File: config.mk
export PLATFORM = sky130hd
export DESIGN_NAME = pr_queue_dispatcher
export DESIGN_NICKNAME = d
export VERILOG_FILES = /design/src/rtl/pr_queue_dispatcher_pkg.sv /design/src/rtl/pr_request_fifo.sv /design/src/rtl/pr_queue_dispatcher.sv
export SDC_FILE = /design/constraint.sdc
export NUM_CORES = 1
export LEC_CHECK = 0
export ABC_AREA = 1
export BUFFER_PORTS_ARGS = -buffer_cell sky130_fd_sc_hd__buf_4
export CAP_MARGIN = 20
export CORE_UTILIZATION = 45
export DETAILED_ROUTE_END_ITERATION = 10
export PLACE_DENSITY = 0.69
export SYNTH_ARGS = -nofsm -noshare
export SYNTH_HDL_FRONTEND = slang
export SYNTH_SLANG_ARGS = --single-unit
File: constraint.sdc
create_clock -name clk -period 2.69 [get_ports clk]
set_input_delay 0.1345 -clock clk [delete_from_list [all_inputs] [get_ports clk]]
set_output_delay 0.1345 -clock clk [all_outputs]
set_load 0.005 [all_outputs]
File: src/rtl/pr_queue_dispatcher_pkg.sv
// pr_queue_dispatcher_pkg: shared PR request types, error codes and dispatcher states
package pr_queue_dispatcher_pkg;
  localparam int NUM_SLOTS = 16;
  localparam int NUM_OUS = 8;
  localparam int SLOT_W = $clog2(NUM_SLOTS);
  localparam int OU_W = $clog2(NUM_OUS);
  typedef struct packed {
    logic [SLOT_W-1:0] grid_slot;
    logic [OU_W-1:0] ou_id;
  } pr_queue_inputs_t;
  typedef enum logic [1:0] {PR_ERR_NONE, PR_ERR_CTRL, PR_ERR_TIMEOUT} pr_error_code_t;
  typedef enum logic [1:0] {PR_IDLE, PR_REQ, PR_WAIT} pr_dispatch_state_t;
  function automatic logic [NUM_SLOTS-1:0] slot_mask(input logic [SLOT_W-1:0] s);
    return NUM_SLOTS'(1) << s;
  endfunction
endpackage

File: src/rtl/pr_request_fifo.sv
// pr_request_fifo: register FIFO of PR requests exposing per-entry slots for busy retention
module pr_request_fifo
  import pr_queue_dispatcher_pkg::*;
#(
  parameter int DEPTH = 4,
  localparam int PTR_W = $clog2(DEPTH),
  localparam int CNT_W = $clog2(DEPTH + 1)
) (
  input  logic                           clk,
  input  logic                           rst,
  input  logic                           push,
  input  logic                           pop,
  input  logic                           flush,
  input  pr_queue_inputs_t               push_data,
  output pr_queue_inputs_t               head,
  output logic                           full,
  output logic                           empty,
  output logic                           avail,
  output logic [CNT_W-1:0]               count,
  output logic [DEPTH-1:0]               ent_valid,
  output logic [DEPTH-1:0][SLOT_W-1:0]   ent_slot
);
  pr_queue_inputs_t mem [DEPTH];
  logic [PTR_W-1:0] rd_ptr, wr_ptr;
  logic [CNT_W-1:0] count_n;
  logic do_push, do_pop;
  assign full = count == CNT_W'(DEPTH);
  assign empty = count == '0;
  assign head = mem[rd_ptr];
  assign do_push = push & !full & !flush;
  assign do_pop = pop & !empty & !flush;
  assign count_n = flush ? '0 : count + CNT_W'(do_push) - CNT_W'(do_pop);
  always_comb begin
    logic [PTR_W-1:0] off;
    for (int i = 0; i < DEPTH; i++) begin
      off = PTR_W'(i) - rd_ptr;
      ent_valid[i] = {1'b0, off} < count;
      ent_slot[i] = mem[i].grid_slot;
    end
  end
  // avail only counts entries that have sat in the FIFO for a full cycle
  always_ff @(posedge clk or posedge rst) begin
    if (rst) begin
      rd_ptr <= '0;
      wr_ptr <= '0;
      count <= '0;
      avail <= 1'b0;
    end else begin
      rd_ptr <= flush ? '0 : rd_ptr + PTR_W'(do_pop);
      wr_ptr <= flush ? '0 : wr_ptr + PTR_W'(do_push);
      count <= count_n;
      avail <= count_n > CNT_W'(do_push);
    end
  end
  always_ff @(posedge clk) begin
    if (do_push) mem[wr_ptr] <= push_data;
  end
endmodule

File: src/rtl/pr_queue_dispatcher.sv
// pr_queue_dispatcher: buffers PR requests and dispatches them over req/ack/done with a slot busy map
module pr_queue_dispatcher
  import pr_queue_dispatcher_pkg::*;
#(
  parameter int DEPTH = 4,
  parameter int TIMEOUT_CYCLES = 4096,
  localparam int CNT_W = $clog2(DEPTH + 1),
  localparam int TW = $clog2(TIMEOUT_CYCLES)
) (
  input  logic                  clk,
  input  logic                  rst,
  input  logic                  enq_valid,
  output logic                  enq_ready,
  input  pr_queue_inputs_t      enq_packet,
  input  logic                  flush,
  output logic                  pr_req,
  output logic [SLOT_W-1:0]     pr_grid_slot,
  output logic [OU_W-1:0]       pr_ou_id,
  input  logic                  pr_ack,
  input  logic                  pr_done,
  input  logic                  pr_error,
  output logic [NUM_SLOTS-1:0]  slot_busy,
  output logic [CNT_W-1:0]      queue_count,
  output logic                  dispatcher_idle,
  output logic                  err_valid,
  output pr_error_code_t        err_code,
  output logic [SLOT_W-1:0]     err_slot
);
  pr_dispatch_state_t state, state_n;
  pr_error_code_t code_n;
  pr_queue_inputs_t head;
  logic full, empty, avail, push, pop, complete, fail, req_n;
  logic [SLOT_W-1:0] slot_n;
  logic [OU_W-1:0] ou_n;
  logic [TW-1:0] tcnt, tcnt_n;
  logic [DEPTH-1:0] ent_valid;
  logic [DEPTH-1:0][SLOT_W-1:0] ent_slot;
  logic [NUM_SLOTS-1:0] queued, busy_n;
  assign enq_ready = !full & !flush;
  assign push = enq_valid & enq_ready;
  assign dispatcher_idle = state == PR_IDLE && empty;
  pr_request_fifo #(.DEPTH(DEPTH)) u_fifo (
    .clk(clk), .rst(rst), .push(push), .pop(pop), .flush(flush), .push_data(enq_packet),
    .head(head), .full(full), .empty(empty), .avail(avail), .count(queue_count),
    .ent_valid(ent_valid), .ent_slot(ent_slot)
  );
  // busy = every slot still queued after this edge, plus the in-flight one, plus a new arrival
  always_comb begin
    queued = '0;
    for (int i = 0; i < DEPTH; i++) queued = queued | (ent_valid[i] ? slot_mask(ent_slot[i]) : '0);
    busy_n = (push ? slot_mask(enq_packet.grid_slot) : '0) | (flush ? '0 : queued)
           | (state != PR_IDLE && !complete ? slot_mask(pr_grid_slot) : '0);
  end
  always_comb begin
    state_n = state;
    req_n = pr_req;
    slot_n = pr_grid_slot;
    ou_n = pr_ou_id;
    tcnt_n = tcnt;
    pop = 1'b0;
    complete = 1'b0;
    fail = 1'b0;
    case (state)
      PR_IDLE: if (avail && !flush) begin
        pop = 1'b1;
        req_n = 1'b1;
        slot_n = head.grid_slot;
        ou_n = head.ou_id;
        state_n = PR_REQ;
      end
      PR_REQ: begin
        complete = pr_ack & (pr_done | pr_error);
        fail = pr_ack & pr_error;
        if (pr_ack) begin
          req_n = 1'b0;
          tcnt_n = '0;
          state_n = complete ? PR_IDLE : PR_WAIT;
        end
      end
      PR_WAIT: begin
        tcnt_n = tcnt + 1'b1;
        fail = pr_error | (!pr_done & tcnt == TW'(TIMEOUT_CYCLES - 1));
        complete = fail | pr_done;
        state_n = complete ? PR_IDLE : PR_WAIT;
      end
      default: state_n = PR_IDLE;
    endcase
    code_n = fail ? (pr_error ? PR_ERR_CTRL : PR_ERR_TIMEOUT) : err_code;
  end
  always_ff @(posedge clk or posedge rst) begin
    if (rst) begin
      state <= PR_IDLE;
      pr_req <= 1'b0;
      pr_grid_slot <= '0;
      pr_ou_id <= '0;
      tcnt <= '0;
      slot_busy <= '0;
      err_valid <= 1'b0;
      err_code <= PR_ERR_NONE;
      err_slot <= '0;
    end else begin
      state <= state_n;
      pr_req <= req_n;
      pr_grid_slot <= slot_n;
      pr_ou_id <= ou_n;
      tcnt <= tcnt_n;
      slot_busy <= busy_n;
      err_valid <= fail;
      err_code <= code_n;
      err_slot <= fail ? pr_grid_slot : err_slot;
    end
  end
endmodule

==> results of run 1 <==
-- metal layers --
layer	up-vias	global-route usage, %	part of all wire, %
li1	2295	-	-
met1	2146	29.3	46
met2	143	36.1	46
met3	25	4.64	5.6
met4	0	10.3	2.3
met5	-	0	0
-- kinds of logic after synthesis --
kind of cell               Yosys count  synth area share (%)
buffers and inverters               89                  7.74
and+or+nand+nor                    427                  39.6
adders and majority gates           15                  3.83
DFF                                 81                  42.6
xor gates and xnor gates             2                 0.344
AOI/OAI and AO/OA                   46                  5.95
-- metrics by stage --
step	instances	hold WS, ns
final	856	0.0542
after global routing	856	0.0672
after CTS	854	0.0558
after detailed placement	835	0.269
after global placement	835	0.257
after floorplan	660	0.233
-- final cells by class --
cell class	instances	area share (%)
tap	140	2.95
inverter	66	4.24
clock buffer	10	3.86
sequential	81	36.5
clock inverter	5	1.35
timing repair buffer	64	8.27
multi-input combinational	490	42.8
-- layout by cell type (no fill, tap or decap), types with 2 or more instances in the layout --
cell / synthesis / routed
nor2_1: 146 / 146
nand2_1: 130 / 130
buf_4: 0 / 60
nand4_1: 56 / 56
dfrtp_1: 53 / 53
inv_1: 55 / 52
nand3_1: 43 / 43
edfxtp_1: 28 / 28
nand3_2: 16 / 16
a21oi_1: 15 / 15
o21ai_0: 15 / 15
nor2_2: 13 / 13
ha_1: 14 / 13
nand2_2: 12 / 12
clkbuf_16: 0 / 9
inv_2: 4 / 7
nand2_4: 5 / 5
clkinv_1: 5 / 5
nor3_1: 5 / 5
dlygate4sd3_1: 0 / 4
clkinv_2: 1 / 2
inv_4: 1 / 2
a22oi_1: 2 / 2
bufinv_16: 0 / 2
-- worst max-delay path by stage --
stage	start	end	slack, ns	depth (start not counted)
finish	state[1]	u_fifo.avail	0.18	15
global route	state[1]	u_fifo.avail	0.0003	15
CTS	state[0]	u_fifo.avail	0.07	15
detailed placement	state[0]	u_fifo.avail	0.09	15
global placement	state[0]	u_fifo.avail	0.18	15
floorplan	state[0]	u_fifo.avail	0.04	15
-- what timing repair did --
item,CTS,global route
gates resized for setup,0,4
hold buffers,4,0
buffers inserted,0,2
endpoints found under the hold margin,41,0
endpoints found under the setup margin,0,1
-- report_power, final --
part	leakage, nW	internal, mW	switching (mW)	total, mW
sequential	0.958	1.50	0.194	1.69
clock	0.153	0.809	0.482	1.29
combinational	1.52	0.610	0.954	1.56
-- sequential cells by signal, indices dropped and copies added, names as in the netlist, 3 cells and up --
signal,count
u_fifo.mem,28
slot_busy,16
tcnt,12
err_slot,4
pr_grid_slot,4
pr_ou_id,3
u_fifo.count,3
==> flow_metrics.env, run 1 <==
export IMPL_outcome="finished, final reports clean"
export IMPL_ff2ff_path_depth=15
export IMPL_ant_nets=0
export IMPL_total_power_mw=4.55
export IMPL_p_leak_nw=2.63
export IMPL_synth_commonest_cells="nor2_1, nand2_1, nand4_1"
export IMPL_fin_setup_tns_ns=0
export IMPL_fin_ws_ns=0.176
export IMPL_clockBufferDepth=2
export IMPL_maxCapViolCount=0
export IMPL_endpoint_kind="register"
export IMPL_syn_cell_area_um2=5090
export IMPL_dr_total_vias=4609
export IMPL_setup_viol=0
export IMPL_dp_hpwl_mm=9.14
export IMPL_area_delta_synth_final_pct=16.5
export IMPL_num_nets_final=741
export IMPL_multiInputGateArea_um2=2540
export IMPL_hold_start="flush"
export IMPL_wl_mm=12.2
export IMPL_fmax_mhz=398
export IMPL_min_period_ns=2.51
export IMPL_placementRows=38
export IMPL_gr_total_overflow=0
export IMPL_skew_ns=0.0105
export IMPL_r2r_start="state[1]"
export IMPL_drt_iter0_markers=390
export IMPL_n_antenna_cell=0
export IMPL_fin_util_pct=54.3
export IMPL_synth_net_count=689
export IMPL_holdPathStages=2
export IMPL_synth_edf_count=28
export IMPL_core_um2=10900
export IMPL_r2r_end="u_fifo.avail"
export IMPL_die_h_um=108
export IMPL_syn_inst=660
export IMPL_place_congestion=0.899
export IMPL_cts_sinks=81
export IMPL_ys_ff_latch=81
export IMPL_grt_pass1_vias=4144
export IMPL_max_vdd_ir_drop_v=0.000570
export IMPL_post_synth_top_count_cell="nor2_1"
export IMPL_synth_avg_cell_area_um2=7.72
export IMPL_worstHoldEndpoint="u_fifo.count[0]"
export IMPL_hold_violations=0
export IMPL_grt_first_pass_wirelength_mm=19.9
export IMPL_finalInstanceArea_um2=5930
export IMPL_critPathRequiredTime_ns=2.92
export IMPL_placed_area_um2=5560
export IMPL_place_ws_ns=0.0871
export IMPL_die_area_um2=11700
export IMPL_worst_pin_slew_ns=0.641
export IMPL_cts_buffers_inserted=9
export IMPL_dr_pass1_iters=5
export IMPL_start_util_pct=46.6
export IMPL_worst_setup_path_start_kind="register"
export IMPL_clk_pin_slew_ns=0.06
export IMPL_vias_per_cell=5.38
export IMPL_netlist_top_cells_area="dfrtp_1, edfxtp_1, nor2_1"
export IMPL_yosysTopAreaCell="dfrtp_1"
export IMPL_cp_data_arrival_time_ns=2.75
export IMPL_async_reset_ff_share_pct=65.4
export IMPL_maxSlewViolCount=0
export IMPL_grt_max_degree=32
export IMPL_synth_distinct_cells=42
export IMPL_boundaryPins=50
export IMPL_drive_above_1_share_pct=19.1
export IMPL_path_buf_inv=5
export IMPL_worstPathMaxFanout=4
export IMPL_cts_tree="yes"
export IMPL_power_density_nw_per_um2=767
export IMPL_fill_cells=1027
export IMPL_yosysSeqAreaShare_pct=42.6
export IMPL_h_tree_depth=3
export IMPL_reg2reg_slack_ns=0.18
export IMPL_rsz0062_at_grt="no"
export IMPL_synth_top_area_share_pct=26.0
export IMPL_wl_per_cell_um=14.3
export IMPL_die_width_um=108
export IMPL_clkLatencyLatePin_ns=0.35
export IMPL_post_route_period_util_pct=93.4
export IMPL_yosysWarnings=0
export IMPL_slowest_stage="dfrtp_1"
export IMPL_slew_headroom_pct=57.2
export IMPL_cts_root_buffer="clkbuf_16"
export IMPL_slowest_delay_ns=0.42
export IMPL_portBuffers=49
export IMPL_worstSetupPathType="register to register"
export IMPL_synth_ff_type="dfrtp_1"
export IMPL_path_common_cell="inv_2"
export IMPL_grt_usage_pct=22.5
export IMPL_critPathTopFamily="adder cells"
export IMPL_ff_latch_area_um2=2170
export IMPL_hold_path_class="primary input to register"
export IMPL_cp_cell_sequence="inv_2 > ha_2 > inv_2 > nor3_4 > inv_2 > a31oi_2 > ha_1 > inv_1 > ha_1 > inv_1 > fa_1 > xor2_1 > nor2_1 > nor2_1 > o21ai_1"
export IMPL_antenna_found_initial=0
export IMPL_drcViolationCount=0
(Power assumes the default switching activity.)
==> run 2, diff against run 1 <==
==> constraint.sdc (replaced) <==
create_clock -name clk -period 2 [get_ports clk]
set_input_delay 0.1 -clock clk [delete_from_list [all_inputs] [get_ports clk]]
set_output_delay 0.1 -clock clk [all_outputs]
set_load 0.005 [all_outputs]
==> run 2 against run 1 <==
Against the previous run:
- clock skew decreased by 0.0052 ns
- worst setup slack got worse by 0.55 ns
- sequential share of layout area decreased by 2.5 points
- the flow now finishes with violations (negative setup slack)
- combinational power increased by 70%
==> flow_metrics.env, run 2 (same netlist as run 1, synthesis figures left out) <==
export IMPL_mostFrequentLayoutCells="nor2_1, nand2_1, buf_4"
export IMPL_finalInstanceArea_um2=6360
export IMPL_cts_buffers_inserted=9
export IMPL_hold_violations=0
export IMPL_start_util_pct=46.6
export IMPL_wl_mm=13.7
export IMPL_cts_tree="yes"
export IMPL_placed_area_um2=5750
export IMPL_layout_commonest_cell="nor2_1"
export IMPL_slew_headroom_pct=61.7
export IMPL_endpoint_kind="register"
export IMPL_worst_setup_path_start_kind="register"
export IMPL_wl_per_cell_um=15.3
export IMPL_power_density_nw_per_um2=1000
export IMPL_drcViolationCount=0
export IMPL_worst_pin_slew_ns=0.574
export IMPL_clkLatencyLatePin_ns=0.33
export IMPL_p_leak_nw=2.81
export IMPL_cts_sinks=81
export IMPL_die_h_um=108
export IMPL_vias_per_cell=5.36
export IMPL_n_antenna_cell=0
export IMPL_drt_iter0_markers=483
export IMPL_gr_total_overflow=0
export IMPL_boundaryPins=50
export IMPL_cp_data_arrival_time_ns=2.59
export IMPL_maxCapViolCount=0
export IMPL_cts_root_buffer="clkbuf_16"
export IMPL_min_period_ns=2.37
export IMPL_place_ws_ns=-0.389
export IMPL_rsz0062_at_grt="yes"
export IMPL_largest_registers="u_fifo.mem x28, slot_busy x16, tcnt x12"
export IMPL_grt_max_degree=29
export IMPL_num_nets_final=781
export IMPL_cp_cell_sequence="inv_2 > ha_4 > inv_4 > nor3_4 > inv_2 > a31oi_4 > ha_4 > inv_4 > ha_4 > inv_2 > fa_2 > nor2_2 > nor2_1 > o21ai_1"
export IMPL_dp_hpwl_mm=9.54
export IMPL_dr_pass1_iters=5
export IMPL_hold_path_class="primary input to register"
export IMPL_worstSetupPathType="register to register"
export IMPL_slowest_delay_ns=0.54
export IMPL_outcome="finished, violations left"
export IMPL_dr_total_vias=4810
export IMPL_slowest_stage="fa_2"
export IMPL_fmax_mhz=421
export IMPL_total_power_mw=6.39
export IMPL_skew_ns=0.00534
export IMPL_setup_viol=3
export IMPL_regMostFlops="u_fifo.mem"
export IMPL_maxSlewViolCount=0
export IMPL_grt_pass1_vias=4417
export IMPL_place_congestion=0.908
export IMPL_fill_cells=954
export IMPL_worstPathMaxFanout=2
export IMPL_clockBufferDepth=2
export IMPL_violations="negative setup slack"
export IMPL_ant_nets=0
export IMPL_grt_usage_pct=24.1
export IMPL_placementRows=38
export IMPL_grt_first_pass_wirelength_mm=21.7
export IMPL_clk_pin_slew_ns=0.06
export IMPL_die_width_um=108
export IMPL_h_tree_depth=3
export IMPL_largest_reg_flops=28
export IMPL_post_route_period_util_pct=119
export IMPL_max_vdd_ir_drop_v=0.000673
export IMPL_critPathRequiredTime_ns=2.22
export IMPL_area_delta_synth_final_pct=24.9
export IMPL_die_area_um2=11700
export IMPL_core_um2=10900
export IMPL_fin_ws_ns=-0.373
export IMPL_antenna_found_initial=0
export IMPL_portBuffers=49
export IMPL_drive_above_1_share_pct=26.0
## run 2: report_power, final
part / switching, mW / total (mW) / internal (mW)
sequential: 0.245 / 2.26 / 2.02
combinational: 1.53 / 2.65 / 1.12
clock: 0.658 / 1.48 / 0.826
## run 2: through the flow
step	util, %	hold WS, ns	instances	TNS [ns]
finish	58.2	0.0394	897	-0.875
global route	58.2	0.0463	897	-1.41
global placement	52.6	0.194	857	-0.556
detailed placement	52.6	0.203	857	-0.838
floorplan	-	0.199	660	-1.20
CTS	56.2	0.0346	884	-0.562
## run 2: path summary, 6_finish.rpt
kind	from	endpoint	slack, ns	depth (start not counted)
min	enq_packet[4]	u_fifo.mem[1][4]	0.04	1
min in group asynchronous	rst	tcnt[9]	0.39	3
min reg2reg	err_code[0]	err_code[0]	0.49	2
max reg2reg	state[1]	u_fifo.avail	-0.37	14
max	state[1]	u_fifo.avail	-0.37	14
max in group asynchronous	rst	slot_busy[12]	0.98	4
## run 2: area by class of cell
type                            count  area, um2  area share (%)
Clock buffer                        9        225            3.54
Sequential cell                    81       2170            34.1
Inverter                           66        256            4.03
Multi-Input combinational cell    492       2710            42.6
Clock inverter                      7       36.3           0.570
Timing Repair Buffer              102        791            12.4
Tap cell                          140        175            2.75
## run 2: worst max-delay path, delay by kind of cell (launching register included)
family / cells / cell delay (ns)
buf+inv: 5 / 0.28
fa+ha+maj: 4 / 1.04
simple gates: 3 / 0.28
compound gates: 2 / 0.26
flops: 1 / 0.39
## run 2: timing repair
item / in CTS / in global routing
pin swaps: 1 / 14
resized for setup: 8 / 31
endpoints found under the hold margin: 38 / 0
setup endpoints to repair: 3 / 25
hold buffers: 4 / 0
setup buffers: 7 / 11
gates cloned: 0 / 2
## run 2: metal layers
layer / track usage, % / vias to the layer above / wire length, um
met1: 32.6 / 2222 / 6160
met5: 0 / - / 0
li1: - / 2376 / -
met2: 39.1 / 193 / 6400
met4: 7.72 / 0 / 285
met3: 4.46 / 19 / 838
==> run 3, diff against run 2 <==
--- a/config.mk
+++ b/config.mk
@@ -7,10 +7,10 @@
 export LEC_CHECK = 0
 export ABC_AREA = 1
 export BUFFER_PORTS_ARGS = -buffer_cell sky130_fd_sc_hd__buf_4
-export CAP_MARGIN = 20
-export CORE_UTILIZATION = 45
+export CORE_UTILIZATION = 40
 export DETAILED_ROUTE_END_ITERATION = 10
-export PLACE_DENSITY = 0.69
+export PLACE_DENSITY = 0.63
 export SYNTH_ARGS = -nofsm -noshare
 export SYNTH_HDL_FRONTEND = slang
+export SYNTH_HIERARCHICAL = 1
 export SYNTH_SLANG_ARGS = --single-unit
==> run 3 against run 2 <==
Against the previous run:
- the run still ends with negative setup slack left
- clock skew about the same
- critical endpoint is now u_fifo/avail
- clock power up 9%
- largest power group is now registers
- via count fell by 1.9%
- non-clock buffer count increased by 13
- highest routed layer unchanged
- sequential power is 4% lower
- flip-flop and latch count unchanged
- total power down 11%
- critical path type unchanged
- die area increased by 8.8%
- largest cell class unchanged
==> flow_metrics.env, run 3 <==
export IMPL_outcome="finished, violations left"
export IMPL_violations="negative setup slack"
export IMPL_die_h_um=113
export IMPL_synthMuxAreaShare_pct=0
export IMPL_synthSimpleGateAreaFrac_pct=36.3
export IMPL_synth_compound_area_share_pct=5.98
export IMPL_syn_inst=671
export IMPL_mostFrequentLayoutCells="nor2_1, nand2_1, buf_4"
export IMPL_post_route_period_util_pct=114
export IMPL_p_leak_nw=3.14
export IMPL_dp_hpwl_mm=10.3
export IMPL_core_um2=12000
export IMPL_gr_total_overflow=0
export IMPL_num_nets_final=803
export IMPL_skew_ns=0.00525
export IMPL_cts_sinks=81
export IMPL_netlist_top_cells_area="dfrtp_1, edfxtp_1, nor2_1"
export IMPL_clk_pin_slew_ns=0.06
export IMPL_drive_above_1_share_pct=29.3
export IMPL_largest_registers="u_fifo/mem x28, slot_busy x16, tcnt x12"
export IMPL_grt_pass1_vias=4535
export IMPL_synth_distinct_cells=33
export IMPL_yosysTopAreaCell="dfrtp_1"
export IMPL_worstSetupPathType="register to register"
export IMPL_reg2reg_slack_ns=-0.28
export IMPL_clockBufferDepth=2
export IMPL_wl_mm=13.5
export IMPL_synth_xor_area_share_pct=0.177
export IMPL_critPathRequiredTime_ns=2.24
export IMPL_highest_layer="met4"
export IMPL_ys_ff_latch=81
export IMPL_synth_top_family_by_area="simple AND/OR/NAND/NOR gates"
export IMPL_placed_area_um2=5740
export IMPL_yosysSeqAreaShare_pct=43.9
export IMPL_total_power_mw=5.69
export IMPL_worst_setup_path_start_kind="register"
export IMPL_maxSlewViolCount=0
export IMPL_rsz0062_at_grt="yes"
export IMPL_synth_net_count=700
export IMPL_power_density_nw_per_um2=886
export IMPL_cp_cell_sequence="nand2_2 > nor2_2 > nor3b_2 > inv_1 > nor2_2 > o21ai_2 > ha_1 > inv_1 > ha_1 > inv_1 > fa_1 > nor2_2 > nor2_1 > nand2_1"
export IMPL_wl_met3_um=556
export IMPL_synth_avg_cell_area_um2=7.35
export IMPL_ff2ff_path_depth=14
export IMPL_cts_buffers_inserted=9
export IMPL_placementRows=40
export IMPL_drcViolationCount=0
export IMPL_h_tree_depth=3
export IMPL_wirelength_met1_mm=6.13
export IMPL_wl_met2_mm=6.51
export IMPL_synth_ff_type="dfrtp_1"
export IMPL_slowest_stage="fa_1"
export IMPL_syn_cell_area_um2=4930
export IMPL_worstHoldEndpoint="u_fifo/mem[1][3]"
export IMPL_setup_viol=11
export IMPL_cp_data_arrival_time_ns=2.52
export IMPL_finalInstanceArea_um2=6420
export IMPL_worst_pin_slew_ns=0.573
export IMPL_hold_path_class="primary input to register"
export IMPL_ant_nets=0
export IMPL_grt_usage_pct=22.2
export IMPL_largest_reg_flops=28
export IMPL_drt_iter0_markers=286
export IMPL_synth_edf_count=28
export IMPL_synth_commonest_cells="nor2_1, nand2_1, nand3_1"
export IMPL_vias_per_cell=5.10
export IMPL_async_reset_ff_share_pct=65.4
export IMPL_layout_commonest_cell="nor2_1"
export IMPL_dr_pass1_iters=5
export IMPL_clkLatencyLatePin_ns=0.34
export IMPL_hold_violations=0
export IMPL_antenna_found_initial=0
export IMPL_portBuffers=49
export IMPL_n_antenna_cell=0
export IMPL_fin_util_pct=53.4
export IMPL_hold_start="enq_packet[3]"
export IMPL_grt_first_pass_wirelength_mm=22.0
export IMPL_wl_per_cell_um=14.6
export IMPL_dr_total_vias=4719
export IMPL_die_width_um=113
export IMPL_cts_root_buffer="clkbuf_16"
export IMPL_synth_fa_ha_area_share_pct=3.96
export IMPL_max_vdd_ir_drop_v=0.000569
export IMPL_die_area_um2=12800
export IMPL_area_delta_synth_final_pct=30.0
export IMPL_start_util_pct=41.1
export IMPL_endpoint_kind="register"
export IMPL_regMostFlops="u_fifo/mem"
export IMPL_place_ws_ns=-0.284
export IMPL_maxCapViolCount=0
export IMPL_r2r_end="u_fifo/avail"
export IMPL_cts_tree="yes"
export IMPL_fin_ws_ns=-0.280
export IMPL_post_synth_top_count_cell="nor2_1"
export IMPL_slew_headroom_pct=61.8
export IMPL_yosysWarnings=6
export IMPL_r2r_start="u_fifo/count[2]"
export IMPL_worstPathMaxFanout=2
export IMPL_holdPathStages=1
export IMPL_place_congestion=0.920
export IMPL_grt_max_degree=46
export IMPL_min_period_ns=2.28
export IMPL_synth_top_area_share_pct=26.9
export IMPL_fmax_mhz=439
export IMPL_boundaryPins=50
export IMPL_slowest_delay_ns=0.49
-- run 3: cell count changes after synthesis, moves of 8 or more --
cell / delta
nand2_1: +15
nand4_1: -46
buf_4: +17
nor2_1: +10
inv_1: +21
nor2_2: -11
o21ai_2: +8
nand3_2: -13
buf_2: -11
nand3_1: +45
-- run 3: worst max-delay path, delay by kind of cell (launching register included) --
| kind | cells | cell delay [ns] |
|---|---|---|
| adder cells (fa/ha/maj) | 3 | 0.89 |
| AND/OR/NAND/NOR | 7 | 0.65 |
| flip-flops | 1 | 0.39 |
| buffers and inverters | 3 | 0.18 |
| AO/OA/AOI/OAI | 1 | 0.07 |
-- run 3: timing repair --
| item | in CTS | in global routing |
|---|---|---|
| hold buffers | 6 | 0 |
| endpoints found under the setup margin | 19 | 37 |
| pin swaps | 9 | 48 |
| buffers inserted | 5 | 3 |
| resized for setup | 25 | 65 |
| hold endpoints to repair | 70 | 0 |
-- run 3: metrics by stage --
step           hold slack (ns)  cells  TNS [ns]
2_1_floorplan          -0.0843    671    -0.756
3_3_place_gp            0.0853    896    -0.552
3_5_place_dp             0.102    896     -1.12
4_1_cts                 0.0343    923    -0.970
5_1_grt                 0.0317    926     -3.39
6_report                0.0384    926     -1.09
-- run 3: power by group --
part           total [mW]  switching, mW  internal, mW  leakage, nW
combinational        1.89           1.07         0.820         2.04
clock                1.62          0.661         0.958        0.136
sequential           2.18          0.192          1.99        0.956
total                5.69           1.92          3.76         3.14
-- run 3: how the worst max path moves through the flow --
stage | start | end | slack [ns] | cells after the start
floorplan | u_fifo/count[1] | u_fifo/avail | -0.32 | 15
CTS | u_fifo/count[2] | u_fifo/avail | -0.29 | 14
global placement | u_fifo/count[2] | u_fifo/avail | -0.18 | 14
global route | u_fifo/count[2] | u_fifo/avail | -0.41 | 14
finish | u_fifo/count[2] | u_fifo/avail | -0.28 | 14
detailed placement | u_fifo/count[2] | u_fifo/avail | -0.28 | 14
-- run 3: layer usage --
layer	up-vias	global-route usage (%)
met1	2215	29.3
met3	26	4.66
met2	136	36.2
met5	-	0
li1	2342	-
met4	0	7.63
-- run 3: kinds of logic (layout without fill, tap and decap cells) --
family          count (synthesis)  count (layout)
flops                          81              81
buf+inv                       105             213
compound gates                 49              49
xor+xnor                        1               1
fa+ha+maj                      15              15
simple gates                  420             420
-- run 3: final cells by class --
cell class	count	area (um2)
repair buffers	115	893
well taps	147	184
clock inverters	6	58.8
clock buffers	10	229
flip-flops and latches	81	2170
fillers	1137	5590
multi-input cells	485	2560
inverters	82	323
